### src/rtl/risc_y_controller.sv
// Sequencing control unit for the 8-bit RISC-Y CPU: 8-phase fetch/execute FSM with
// opcode-decoded control lines. Optional single-step gate: define RISCY_CTRL_STEP_EN.
module risc_y_controller #(
  parameter int unsigned CNT_W = 16
) (
  input  logic             CLK,
  input  logic             RST,
`ifdef RISCY_CTRL_STEP_EN
  input  logic             STEP,
`endif
  input  logic [2:0]       OPCODE,
  input  logic             ZERO,
  output logic             SEL,
  output logic             RD,
  output logic             WR,
  output logic             LD_IR,
  output logic             LD_AC,
  output logic             LD_PC,
  output logic             INC_PC,
  output logic             DATA_E,
  output logic             HALT,
  output logic [2:0]       PHASE,
  output logic [CNT_W-1:0] INSTR_COUNT
);

  localparam int unsigned OP_W = 3;

  typedef enum logic [2:0] {
    INST_ADDR  = 3'd0,
    INST_FETCH = 3'd1,
    INST_LOAD  = 3'd2,
    IDLE       = 3'd3,
    OP_ADDR    = 3'd4,
    OP_FETCH   = 3'd5,
    ALU_OP     = 3'd6,
    STORE      = 3'd7
  } phase_t;

  phase_t           phase_q, phase_d;
  logic             halted_q, halted_d;
  logic [CNT_W-1:0] cnt_q, cnt_d;

  logic op_hlt, op_skz, op_sto, op_jmp, aluop;

  assign op_hlt = (OPCODE == OP_W'(0));
  assign op_skz = (OPCODE == OP_W'(1));
  assign op_sto = (OPCODE == OP_W'(6));
  assign op_jmp = (OPCODE == OP_W'(7));
  assign aluop  = (OPCODE == OP_W'(2)) || (OPCODE == OP_W'(3)) ||
                  (OPCODE == OP_W'(4)) || (OPCODE == OP_W'(5));

  // State register; reset wins over any pending halt or count increment.
  always_ff @(posedge CLK) begin
    if (RST) begin
      phase_q  <= INST_ADDR;
      halted_q <= 1'b0;
      cnt_q    <= '0;
    end else begin
      phase_q  <= phase_d;
      halted_q <= halted_d;
      cnt_q    <= cnt_d;
    end
  end

  // Next-state and control decode.
  always_comb begin
    phase_d  = phase_q;
    halted_d = halted_q;
    cnt_d    = cnt_q;
    SEL      = 1'b0;
    RD       = 1'b0;
    WR       = 1'b0;
    LD_IR    = 1'b0;
    LD_AC    = 1'b0;
    LD_PC    = 1'b0;
    INC_PC   = 1'b0;
    DATA_E   = 1'b0;
    HALT     = 1'b0;

    if (halted_q) begin
      HALT = 1'b1;
    end else begin
      case (phase_q)
        INST_ADDR: begin
          SEL = 1'b1;
`ifdef RISCY_CTRL_STEP_EN
          if (STEP) phase_d = INST_FETCH;
`else
          phase_d = INST_FETCH;
`endif
        end
        INST_FETCH: begin
          SEL     = 1'b1;
          RD      = 1'b1;
          phase_d = INST_LOAD;
        end
        INST_LOAD: begin
          SEL     = 1'b1;
          RD      = 1'b1;
          LD_IR   = 1'b1;
          phase_d = IDLE;
        end
        IDLE: begin
          SEL     = 1'b1;
          RD      = 1'b1;
          LD_IR   = 1'b1;
          phase_d = OP_ADDR;
        end
        OP_ADDR: begin
          HALT   = op_hlt;
          INC_PC = !op_hlt;
          // HLT parks the FSM here until reset.
          if (op_hlt) halted_d = 1'b1;
          else        phase_d  = OP_FETCH;
        end
        OP_FETCH: begin
          RD      = aluop;
          phase_d = ALU_OP;
        end
        ALU_OP: begin
          RD      = aluop;
          INC_PC  = op_skz & ZERO;
          LD_PC   = op_jmp;
          DATA_E  = op_sto;
          phase_d = STORE;
        end
        STORE: begin
          RD      = aluop;
          LD_AC   = aluop;
          INC_PC  = op_jmp;
          LD_PC   = op_jmp;
          WR      = op_sto;
          DATA_E  = op_sto;
          phase_d = INST_ADDR;
          cnt_d   = cnt_q + CNT_W'(1);
        end
        default: phase_d = INST_ADDR;
      endcase
    end
  end

  assign PHASE       = phase_q;
  assign INSTR_COUNT = cnt_q;

endmodule

### config.mk
export PLATFORM = sky130hd
export DESIGN_NAME = risc_y_controller
export DESIGN_NICKNAME = d
export VERILOG_FILES = /design/src/rtl/risc_y_controller.sv
export SDC_FILE = /design/constraint.sdc
export NUM_CORES = 1
export LEC_CHECK = 0
export CORE_AREA = 2 2 60 51
export CTS_BUF_LIST = sky130_fd_sc_hd__clkbuf_8
export DETAILED_ROUTE_END_ITERATION = 8
export DIE_AREA = 0 0 62 53
export GPL_TIMING_DRIVEN = 0
export PLACE_DENSITY = 0.8
export SLEW_MARGIN = 20
export SYNTH_ARGS = -nofsm -noshare
export SYNTH_HDL_FRONTEND = slang
export SYNTH_SLANG_ARGS = --single-unit
### constraint.sdc
create_clock -name CLK -period 1.5 [get_ports CLK]
set_input_delay 0.375 -clock CLK [delete_from_list [all_inputs] [get_ports CLK]]
set_output_delay 0.375 -clock CLK [all_outputs]
set_load 0.01 [all_outputs]
==> impl_metrics.env, run 1 <==
export IMPL_grt_pass1_wl_mm=4.60
export IMPL_fin_util=0.701
export IMPL_drtAntennaViolNets=0
export IMPL_cp_buffers_inverters=2
export IMPL_route_vias_total=1165
export IMPL_syn2layout_area_growth_pct=68.6
export IMPL_rsz0062_at_grt="yes"
export IMPL_period_minus_slack_ns=1.75
export IMPL_n_fill_cell=186
export IMPL_r2r_cells=7
export IMPL_crit_type="in2out"
export IMPL_hpwl_mm=2.04
export IMPL_hold_ws_ns=0.510
export IMPL_ys_top_cells_by_area="dfxtp_1 36%, xnor2_1 9.5%, nor2_1 8.5%, nor4_4 3.8%, nand2_1 3.1%"
export IMPL_syn_inst=125
export IMPL_cts_root_buffer="clkbuf_8"
export IMPL_timing_rr_end="INSTR_COUNT[14]"
export IMPL_yosysTopAreaCellShare=0.362
export IMPL_path_clk_slew_ns=0.07
export IMPL_grt_pass1_vias=1032
export IMPL_cts_buffers=3
export IMPL_critPathLaunchType="input pin"
export IMPL_core_um2=2660
export IMPL_cts_sinks=20
export IMPL_endpoint_kind="output pin"
export IMPL_diodes=0
export IMPL_cts_tree="built"
export IMPL_fp_dieW_um=62
export IMPL_worstMarginPinSlew_ns=0.311
export IMPL_io_buffers=32
export IMPL_rows=17
export IMPL_post_route_drc_count=0
export IMPL_insertion_delay_ns=0.26
export IMPL_cpPeakStageDelay_ns=0.33
export IMPL_ys_types=35
export IMPL_clock_skew_ns=0.0101
export IMPL_hold_path_class="reg2reg"
export IMPL_clk_path_buf_depth=2
export IMPL_path_cells="buf_8 > nand2_1 > o32a_1 > a2bb2oi_2 > nor3b_2 > buf_2"
export IMPL_drive_gt1_frac=0.500
export IMPL_setup_tns_ns=-1.23
export IMPL_power_total_uw=1310
export IMPL_multi_input_area_um2=798
export IMPL_crit_arrival_ns=1.37
export IMPL_slew_viol_final=0
export IMPL_synthArstFlopShare=0
export IMPL_synth_top_area_cell="dfxtp_1"
export IMPL_path_delay_family="compound AO/OA/AOI/OAI gates"
export IMPL_slew_limit_headroom=0.791
export IMPL_setup_ws_ns=-0.248
export IMPL_ys_warn_count=0
export IMPL_grt_max_degree=13
export IMPL_num_io_pins=34
export IMPL_track_usage=0.193
export IMPL_gr_total_overflow=0
export IMPL_drt_first_pass_iters=4
export IMPL_max_freq_mhz=572
export IMPL_startpoint="OPCODE[0]"
export IMPL_dpl_worst_slack_ns=-1.14
export IMPL_violations="negative setup slack"
export IMPL_cp_endpoint="INC_PC"
export IMPL_synth_seq_area_share=0.362
export IMPL_synth_edff_count=0
export IMPL_synth_seq_cells=20
export IMPL_place_gp_congestion=0.810
export IMPL_finalSetupViolCount=12
export IMPL_synthesis_area_um2=1110
export IMPL_finalHoldViolCount=0
export IMPL_ff_latch_area_um2=433
export IMPL_die_area_um2=3290
export IMPL_worstReg2RegStart="PHASE[2]"
export IMPL_via_per_inst=5.30
export IMPL_status="complete, but fails checks"
export IMPL_initial_core_util=0.416
export IMPL_worstPathRequired_ns=1.12
export IMPL_drt_initial_drc_count=77
export IMPL_crit_fanout=7
export IMPL_drv_cap=0
export IMPL_die_h_um=53
export IMPL_cp_num_cells=6
export IMPL_synth_ff_type="dfxtp_1"
export IMPL_htreeDepth=1
export IMPL_leakage_uw=0.000915
export IMPL_r2r_slack_ns=-0.16
export IMPL_critPathSlowestCell="o32a_1"
export IMPL_nets=190
export IMPL_antenna_found_initial=0
export IMPL_finalCritPeriodShare=1.17
export IMPL_avgSynthCellArea_um2=8.85
export IMPL_wirelength_mm=3.59
export IMPL_power_density_nw_per_um2=701
export IMPL_wl_per_cell_um=16.3
export IMPL_vdd_ir_drop_max_uv=657
export IMPL_syn_nets=132
## metrics by stage
| stage | instance area [um2] | std cells |
|---|---|---|
| global route | 1860 | 220 |
| global placement | 1510 | 195 |
| detailed placement | 1510 | 195 |
| floorplan | 1140 | 125 |
| finish | 1860 | 220 |
| CTS | 1650 | 208 |
## how the worst min path moves through the flow
stage | from | endpoint | slack (ns) | depth (start not counted)
2_1_floorplan | INSTR_COUNT[1] | INSTR_COUNT[1] | 0.48 | 2
3_3_place_gp | INSTR_COUNT[1] | INSTR_COUNT[1] | 0.47 | 2
3_5_place_dp | INSTR_COUNT[1] | INSTR_COUNT[1] | 0.48 | 2
4_1_cts | INSTR_COUNT[1] | INSTR_COUNT[1] | 0.50 | 2
5_1_grt | INSTR_COUNT[1] | INSTR_COUNT[1] | 0.55 | 2
6_report | INSTR_COUNT[1] | INSTR_COUNT[1] | 0.51 | 2
## timing repair
action                                 CTS  global route
gates cloned                             1             0
resized for setup                       90            35
pin swaps                                8            23
hold buffers                             0             0
endpoints found under the hold margin    0             0
setup buffers                            8            15
setup endpoints to repair               42            24
## flip-flops by register name, summed over array words and instances, names as in the netlist
signal and count:
INSTR_COUNT 16, PHASE 3, halted_q 1
## synthesized netlist by cell type (2+ instances only)
master and instances:
a21oi_1 3, and2b_1 2, buf_6 3, clkbuf_1 2
dfxtp_1 20, inv_1 3, mux2_1 2, nand2_1 9
nand3_1 6, nand4_1 4, nor2_1 25, nor2b_1 3
nor3_1 6, nor4_1 2, nor4_4 2, xnor2_1 12
xor2_1 3
## metal layers
layer | vias to the layer above | GRT usage | part of all wire
met5 | - | 0 | 0
met4 | 0 | 0.0957 | 0.026
met3 | 9 | 0.0636 | 0.046
met2 | 45 | 0.307 | 0.52
met1 | 569 | 0.228 | 0.41
li1 | 542 | - | -
## tightest hold or removal path: stages (launching register included)
cell and delay (ns):
dfxtp_2 0.35, nand2_1 0.07, a21oi_1 0.05
## cells by family after synthesis
| family | Yosys count | share of synthesized area |
|---|---|---|
| XOR/XNOR | 15 | 0.119 |
| AND/OR/NAND/NOR | 68 | 0.367 |
| multiplexers | 3 | 0.0339 |
| buffers and inverters | 10 | 0.0577 |
| adder cells (fa/ha/maj) | 1 | 0.0113 |
| AO/OA/AOI/OAI | 8 | 0.0498 |
| flip-flops | 20 | 0.362 |
## where the power goes
group,internal [uW],total (uW),switching (uW)
clock network,357,540,184
registers,534,547,13.7
logic,115,220,105
## cell usage in the layout, fill, tap and decap left out, types with 2 or more instances in the layout
cell and n:
dfxtp_1 4, buf_4 18, mux2_4 2, nor3_1 2, nor3_4 2, inv_1 3, nor4_4 4, buf_2 9
nor2b_1 3, buf_8 2, dfxtp_4 5, nand3_1 5, nor2_2 2, dfxtp_2 11, nor2_4 2, a21oi_1 2
xor2_1 3, nand4_1 4, nand2_2 2, and2b_1 2, nor3_2 2, nand2_1 7, buf_6 8, xnor2_2 2
dlygate4sd2_1 19, xnor2_1 10, clkbuf_8 4, nor2_1 21
## layout make-up
cell class,instances,share of cell area
multi-input cells,95,0.428
flip-flops and latches,20,0.232
repair buffers,54,0.238
clock buffers,3,0.0221
inverters,3,0.00604
well taps,38,0.0255
plain buffers,6,0.0322
clock inverters,1,0.0161
No activity file was read; power rests on OpenSTA's default activity.
==> run 2, diff against run 1 <==
--- a/config.mk
+++ b/config.mk
@@ -11,6 +11,7 @@
 export DIE_AREA = 0 0 62 53
 export GPL_TIMING_DRIVEN = 0
 export PLACE_DENSITY = 0.8
+export SKIP_CTS_REPAIR_TIMING = 1
 export SLEW_MARGIN = 20
 export SYNTH_ARGS = -nofsm -noshare
 export SYNTH_HDL_FRONTEND = slang
==> run 2 against run 1 <==
  * Sequential cell count did not move
  * Maximum frequency fell by 3.6%
  * The run still ends with negative setup slack left
  * Register-to-register slack got worse by 0.07 ns
  * Highest routed layer unchanged
  * Clock power rose by 0.9%
  * Clock skew rose by 0.0014 ns
  * Critical endpoint unchanged
  * Wire length rose by 1.1%
  * Via count fell by 0.77%
  * Worst setup slack got worse by 0.066 ns
==> impl_metrics.env, run 2 (synthesis results as in run 1) <==
export IMPL_dpl_cell_count=195
export IMPL_grt_pass1_vias=942
export IMPL_cts_root_buffer="clkbuf_8"
export IMPL_drive_gt1_frac=0.458
export IMPL_p_seq_frac=0.416
export IMPL_drv_cap=0
export IMPL_htreeDepth=1
export IMPL_critPathLaunchType="flip-flop"
export IMPL_power_total_uw=1310
export IMPL_power_density_nw_per_um2=714
export IMPL_slew_limit_headroom=0.739
export IMPL_cts_sinks=20
export IMPL_cp_buffers_inverters=2
export IMPL_wirelength_mm=3.63
export IMPL_nets=185
export IMPL_switchingPower_uw=305
export IMPL_initial_core_util=0.416
export IMPL_violations="negative setup slack"
export IMPL_final_cells=215
export IMPL_post_dp_cell_area_um2=1510
export IMPL_hpwl_mm=2.04
export IMPL_hold_ws_ns=0.504
export IMPL_rows=17
export IMPL_die_h_um=53
export IMPL_p_int_uw=1000
export IMPL_route_vias_total=1156
export IMPL_fp_dieW_um=62
export IMPL_cts_tree="built"
export IMPL_cts_buffers=3
export IMPL_largest_reg_flops=16
export IMPL_path_delay_family="flip-flops"
export IMPL_antenna_found_initial=0
export IMPL_num_io_pins=34
export IMPL_leakage_uw=0.00111
export IMPL_setup_tns_ns=-2.00
export IMPL_finalSetupViolCount=13
export IMPL_period_minus_slack_ns=1.81
export IMPL_grt_pass1_wl_mm=4.20
export IMPL_place_gp_congestion=0.810
export IMPL_insertion_delay_ns=0.27
export IMPL_wl_per_cell_um=16.9
export IMPL_io_buffers=32
export IMPL_rsz0062_at_grt="yes"
export IMPL_endpoint_kind="output pin"
export IMPL_crit_fanout=7
export IMPL_gr_total_overflow=0
export IMPL_die_area_um2=3290
export IMPL_cpPeakStageDelay_ns=0.34
export IMPL_finalHoldViolCount=0
export IMPL_setup_ws_ns=-0.314
export IMPL_p_comb_frac=0.167
export IMPL_hold_path_class="reg2reg"
export IMPL_critPathSlowestCell="dfxtp_2"
export IMPL_drt_initial_drc_count=47
export IMPL_post_route_drc_count=0
export IMPL_crit_arrival_ns=1.44
export IMPL_path_clk_slew_ns=0.08
export IMPL_track_usage=0.176
export IMPL_worstPathRequired_ns=1.12
export IMPL_switching_share=0.233
export IMPL_via_per_inst=5.38
export IMPL_final_cell_mix="23 x nor2_1, 20 x dlymetal6s2s_1, 15 x dfxtp_2, 15 x buf_4, 12 x xnor2_1"
export IMPL_diodes=0
export IMPL_path_cells="buf_6 > nand4_1 > o21ai_1 > a2bb2oi_2 > nor3b_2 > buf_2"
export IMPL_status="complete, but fails checks"
export IMPL_clock_skew_ns=0.0115
export IMPL_grt_max_degree=13
export IMPL_clk_path_buf_depth=2
export IMPL_worstMarginPinSlew_ns=0.389
export IMPL_crit_type="reg2out"
export IMPL_syn2layout_area_growth_pct=65.7
export IMPL_fin_area_um2=1830
export IMPL_drt_first_pass_iters=4
export IMPL_clkPwrFrac=0.416
export IMPL_max_freq_mhz=551
export IMPL_vdd_ir_drop_max_uv=641
export IMPL_finalCritPeriodShare=1.21
export IMPL_drtAntennaViolNets=0
export IMPL_slew_viol_final=0
export IMPL_core_um2=2660
export IMPL_mostFrequentLayoutCell="nor2_1"
## run 2: cell types whose count changed in the layout (fill, tap and decap cells not counted), sizes merged
cell          delta
buf              -8
clkbuf           +2
dlygate4sd2     -19
dlymetal6s2s    +20
## run 2: worst register-to-register path, cell delays in order, from the launching register on
cell and delay, ns:
dfxtp_2 0.34, buf_6 0.13, nand4b_4 0.12, buf_4 0.16
nor4_4 0.34, nand3_1 0.19, mux2_4 0.34
## run 2: cell type report
type / instances / area, um2
buffer: 7 / 75.1
clock buffer: 3 / 41.3
clock inverter: 1 / 30.0
fill: 195 / 826
inverter: 3 / 11.3
multi-input combinational: 95 / 753
sequential: 20 / 423
tap: 38 / 47.5
timing repair buffer: 48 / 452
## run 2: path summary, 6_finish.rpt
| check | from | to | slack (ns) | cells past startpoint |
|---|---|---|---|---|
| max | PHASE[1] | INC_PC | -0.31 | 6 |
| min | INSTR_COUNT[1] | INSTR_COUNT[1] | 0.50 | 2 |
| max reg2reg | PHASE[1] | INSTR_COUNT[15] | -0.23 | 6 |
| min reg2reg | INSTR_COUNT[1] | INSTR_COUNT[1] | 0.50 | 2 |
## run 2: per-stage QoR
step	util	worst slack, ns
3_5_place_dp	0.569	-1.14
4_1_cts	0.596	-1.15
5_1_grt	0.689	-0.390
3_3_place_gp	0.569	-1.11
6_report	0.689	-0.314
2_1_floorplan	-	-0.0374
## run 2: power groups by stage
stage / Clock, uW / Sequential [uW] / Combinational [uW]
floorplan: 0 / 563 / 106
global placement: 0 / 559 / 177
detailed placement: 0 / 559 / 182
CTS: 541 / 547 / 183
global route: 582 / 546 / 230
finish: 545 / 545 / 219
## run 2: metal layers
metal  track usage  up-vias  wire (um)
met1         0.217      556       1400
met5             0        -          0
met4        0.0709        0        169
li1              -      532          -
met2         0.278       52       1850
met3        0.0562       16        204
